==> src/rtl/mult5_pkg.sv <==
// Shared constants and types for the sequential shift-add multiplier core.
package mult5_pkg;

  localparam int WIDTH = 5;
  localparam int PW    = 2 * WIDTH;

  typedef enum logic {
    IDLE = 1'b0,
    RUN  = 1'b1
  } state_t;

endpackage : mult5_pkg

==> src/rtl/sync_edge_detect.sv <==
// Multi-flop synchroniser for an asynchronous pad strobe plus rising-edge detect.
module sync_edge_detect #(
  parameter int SYNC_STAGES = 2
) (
  input  logic clk,
  input  logic rst_n,
  input  logic async_in,
  output logic rise
);

  logic [SYNC_STAGES-1:0] sync_q;
  logic                   start_d;
  logic                   start_s;

  assign start_s = sync_q[SYNC_STAGES-1];

  // NOTE: non-blocking assignments make every flop sample its pre-edge input, so the chain shifts one stage per clock.
  always_ff @(posedge clk or negedge rst_n) begin
    if (!rst_n) begin
      sync_q  <= '0;
      start_d <= 1'b0;
    end else begin
      sync_q  <= {sync_q[SYNC_STAGES-2:0], async_in};
      start_d <= start_s;
    end
  end

  assign rise = start_s & ~start_d;

endmodule : sync_edge_detect

==> src/rtl/mult5_seq_core.sv <==
// Sequential unsigned shift-add multiplier: one partial-product step per cycle,
// started by a synchronised rising edge on a pad strobe.
module mult5_seq_core #(
  parameter int WIDTH       = mult5_pkg::WIDTH,
  parameter int SYNC_STAGES = 2
) (
  input  logic               wb_clk_i,
  input  logic               wb_rst_n,
  input  logic [WIDTH-1:0]   io_a,
  input  logic [WIDTH-1:0]   io_b,
  input  logic               io_start,
  output logic [2*WIDTH-1:0] product,
  output logic               busy,
  output logic               done,
  output logic [2*WIDTH+1:0] io_oeb
);

  import mult5_pkg::*;

  localparam int             CW        = (WIDTH > 1) ? $clog2(WIDTH) : 1;
  localparam logic [CW-1:0]  LAST_STEP = CW'(WIDTH - 1);

  state_t           state_q, state_d;
  logic [WIDTH-1:0] a_q, hi_q, lo_q;
  logic [CW-1:0]    cnt_q;
  logic [WIDTH:0]   sum;
  logic [WIDTH-1:0] hi_n, lo_n;
  logic             start_rise;
  logic             last_step;

  sync_edge_detect #(
    .SYNC_STAGES(SYNC_STAGES)
  ) u_start_sync (
    .clk     (wb_clk_i),
    .rst_n   (wb_rst_n),
    .async_in(io_start),
    .rise    (start_rise)
  );

  // One step: conditionally add the multiplicand into the high half, then shift {hi,lo} right.
  always_comb begin
    sum  = {1'b0, hi_q} + (lo_q[0] ? {1'b0, a_q} : '0);
    hi_n = sum[WIDTH:1];
    lo_n = {sum[0], lo_q[WIDTH-1:1]};
  end

  assign last_step = (state_q == RUN) && (cnt_q == LAST_STEP);

  // NOTE: next state defaults to the current state first so no path leaves it unassigned (no latch).
  always_comb begin
    state_d = state_q;
    unique case (state_q)
      IDLE: if (start_rise) state_d = RUN;
      RUN:  if (last_step)  state_d = IDLE;
      default: state_d = IDLE;
    endcase
  end

  always_ff @(posedge wb_clk_i or negedge wb_rst_n) begin
    if (!wb_rst_n) state_q <= IDLE;
    else           state_q <= state_d;
  end

  always_ff @(posedge wb_clk_i or negedge wb_rst_n) begin
    if (!wb_rst_n) begin
      a_q     <= '0;
      hi_q    <= '0;
      lo_q    <= '0;
      cnt_q   <= '0;
      product <= '0;
      done    <= 1'b0;
    end else begin
      done <= 1'b0;
      if (state_q == IDLE) begin
        if (start_rise) begin
          a_q   <= io_a;
          lo_q  <= io_b;
          hi_q  <= '0;
          cnt_q <= '0;
        end
      end else begin
        hi_q  <= hi_n;
        lo_q  <= lo_n;
        cnt_q <= cnt_q + 1'b1;
        if (last_step) begin
          product <= {hi_n, lo_n};
          done    <= 1'b1;
        end
      end
    end
  end

  assign busy   = (state_q == RUN);
  assign io_oeb = '0;

endmodule : mult5_seq_core
==> config.mk <==
export PLATFORM = sky130hd
export DESIGN_NAME = mult5_seq_core
export DESIGN_NICKNAME = d
export VERILOG_FILES = /design/src/rtl/mult5_pkg.sv /design/src/rtl/sync_edge_detect.sv /design/src/rtl/mult5_seq_core.sv
export SDC_FILE = /design/constraint.sdc
export NUM_CORES = 1
export LEC_CHECK = 0
export CAP_MARGIN = 20
export CORE_ASPECT_RATIO = 1.2
export CORE_MARGIN = 2
export CORE_UTILIZATION = 49
export DETAILED_ROUTE_END_ITERATION = 10
export GPL_TIMING_DRIVEN = 0
export PLACE_DENSITY = 0.78
export SYNTH_ARGS = -nofsm -noshare
export SYNTH_HDL_FRONTEND = slang
export SYNTH_HIERARCHICAL = 1
export SYNTH_SLANG_ARGS = --single-unit
==> constraint.sdc <==
create_clock -name wb_clk_i -period 2.4 [get_ports wb_clk_i]
set_clock_uncertainty 0.15 [all_clocks]
set_input_delay 0.48 -clock wb_clk_i [delete_from_list [all_inputs] [get_ports wb_clk_i]]
set_output_delay 0.48 -clock wb_clk_i [all_outputs]
set_load 0.01 [all_outputs]
==> results.sh <==
export IMPL_outcome="finished, final reports clean"
export IMPL_grtUsageTotal_pct=18.82
export IMPL_crit_type="reg2reg"
export IMPL_maxCapViolCount=0
export IMPL_timing_final_crit_share_pct=84.37
export IMPL_min_period_ps=2025
export IMPL_max_slew_margin_rel_pct=51.99
export IMPL_tightest_slew_ps=718.0
export IMPL_setup_viol=0
export IMPL_synth_common_cells="nand2_1, dfrtp_1, buf_4, ha_1"
export IMPL_grt_overflow=0
export IMPL_hold_class="reg2reg"
export IMPL_syn_inst=155
export IMPL_finalMaxSlewViolations=0
export IMPL_synth_ff_type="dfrtp_1"
export IMPL_fin_nets=219
export IMPL_dp_hpwl_um=2293
export IMPL_cts_made_buffers=5
export IMPL_ios=37
export IMPL_htreeDepth=2
export IMPL_antenna_found_initial=0
export IMPL_ys_types=35
export IMPL_power_density_mw_per_mm2=1092
export IMPL_synth_top_cell_by_area="dfrtp_1"
export IMPL_fin_cells=235
export IMPL_diodes=0
export IMPL_drt_iter0_drc=24
export IMPL_startpoint_type="register"
export IMPL_yosysMostFrequentCell="nand2_1"
export IMPL_die_w_um=56.23
export IMPL_core_mm2=0.003083
export IMPL_holdBufCountCts=0
export IMPL_worst_path_max_fanout=6
export IMPL_worstReg2RegStart="lo_q[0]"
export IMPL_port_buffers=24
export IMPL_cts_setup_buffers=0
export IMPL_viasPerCell=5.060
export IMPL_num_rows=22
export IMPL_finalHoldViolations=0
export IMPL_cp_end_kind="register"
export IMPL_routed_wl_um=2998
export IMPL_die_h_um=66.68
export IMPL_rrSetupSlack_ps=380
export IMPL_min_from="u_start_sync/sync_q[0]"
export IMPL_startpoint="lo_q[0]"
export IMPL_timing_fmax_mhz=493.8
export IMPL_rsz0062_at_grt="no"
export IMPL_synth_area_leaders="dfrtp_1, nand2_1, buf_4"
export IMPL_syn_cell_area_mm2=0.001604
export IMPL_cp_required_ps=2470
export IMPL_ys_ff_latch=33
export IMPL_die_area_mm2=0.003749
export IMPL_drcViolationCount=0
export IMPL_yosys_warnings=6
export IMPL_clkSinkCount=33
export IMPL_synth_edf_count=0
export IMPL_async_flop_share_pct=100.0
export IMPL_cts_clk_slew_worst_paths_ps=90
export IMPL_gp_congestion=0.8321
export IMPL_arrival_ps=2100
export IMPL_drive_gt1_share_pct=16.58
export IMPL_worstSkewPairLatency_ps=340
export IMPL_postSynthAreaPerCell_um2=10.35
export IMPL_area_growth_pct=25.51
export IMPL_grt_first_pass_wirelength_um=5319
export IMPL_cts_tree="done"
export IMPL_initial_core_util_pct=52.03
export IMPL_ys_seq_area_share_pct=51.48
export IMPL_place_inst=227
export IMPL_drtAntennaViolNets=0
export IMPL_grt_pass1_vias=1217
export IMPL_grt_max_degree=21
export IMPL_cts_root_buf="clkbuf_4"
export IMPL_cts_resized=0
export IMPL_wire_per_inst_um=12.76
export IMPL_cts_buffer_depth=2
export IMPL_vias=1189
export IMPL_ir_drop_mv=0.6683
export IMPL_synth_top_area_share_pct=51.48
export IMPL_p_leak_nw=0.9916
export IMPL_finalPower_mw=2.199
export IMPL_first_pass_iters=4
export IMPL_setup_tns_ps=0
[metal layers]
layer  global-route usage (%)  share of wire [%]  up-vias
li1                         -                  -      580
met1                    20.58                 40      561
met2                    33.09                 52       40
met3                    5.825                6.2        8
met4                    9.226                2.2        0
met5                        0                  0        -
[per-stage QoR]
stage          util, %  instance area [um^2]  hold WS, ps  worst slack [ps]
2_1_floorplan        -                  1645        34.41             519.7
5_1_grt          65.30                  2013        227.7             294.5
4_1_cts          65.30                  2013        216.3             374.5
6_report         65.30                  2013        212.2             375.1
3_5_place_dp     63.51                  1958        195.8             392.5
3_3_place_gp     62.62                  1931        186.0             120.6
[critical path, stage by stage, from the launching register on]
cell and delay [ps]:
dfrtp_1 430, and2_1 170, ha_1 340, and3_4 180
or3_1 370, a32o_2 280
[worst paths after layout]
path                                           to  cells after the start
min in group asynchronous                 lo_q[2]                      1
max in group asynchronous                 hi_q[3]                      2
hold reg to reg            u_start_sync/sync_q[1]                      0
setup reg to reg                          hi_q[2]                      5
hold / removal             u_start_sync/sync_q[1]                      0
setup / recovery                          hi_q[2]                      5
[placed cells by master (no fill, tap or decap), types with 2 or more instances in the layout]
cell and instances:
xnor2_1 2, conb_1 12, nor2_1 3, buf_4 12
mux2i_1 5, and2_1 4, o211ai_1 3, inv_1 6
a21oi_1 2, a31oi_1 2, clkdlybuf4s50_1 24, o21ai_0 6
o21ai_1 4, mux2_1 5, inv_2 3, o31ai_1 2
buf_2 3, ha_1 7, o2111ai_1 2, clkbuf_4 5
dfrtp_1 33, clkbuf_1 2, clkinv_2 2, nand2_1 34
[logic make-up (layout without fill, tap and decap cells)]
family,after synthesis,in the layout,share of synthesized area (%)
buf+inv,26,59,9.126
flops,33,33,51.48
other cells,1,12,0.2338
mux,10,10,6.630
compound gates,25,25,10.14
xor+xnor,2,2,1.092
fa+ha+maj,8,8,6.708
simple gates,50,50,14.59
[area by class of cell]
cell class              count  area [um^2]
plain buffers              17        112.6
clock buffers               5        37.54
clock inverters             3        17.52
fillers                   274         1070
inverters                   9        33.78
multi-input cells         107        673.1
flip-flops and latches     33        825.8
well taps                  36        45.04
repair buffers             25        267.8
[registers in the layout (all words and copies together) (netlist names)]
register / count
hi_q: 5
u_start_sync/start_d: 1
busy: 1
done: 1
product: 10
u_start_sync/sync_q: 2
lo_q: 5
cnt_q: 3
a_q: 5
[report_power, final]
part | total (mW) | internal (mW) | leakage [nW] | switching [mW]
combinational | 0.970 | 0.477 | 0.551 | 0.493
sequential | 0.928 | 0.787 | 0.410 | 0.141
clock | 0.301 | 0.110 | 0.0310 | 0.190
total | 2.20 | 1.37 | 0.992 | 0.824
Note: power is estimated with default switching activity, not from simulation.
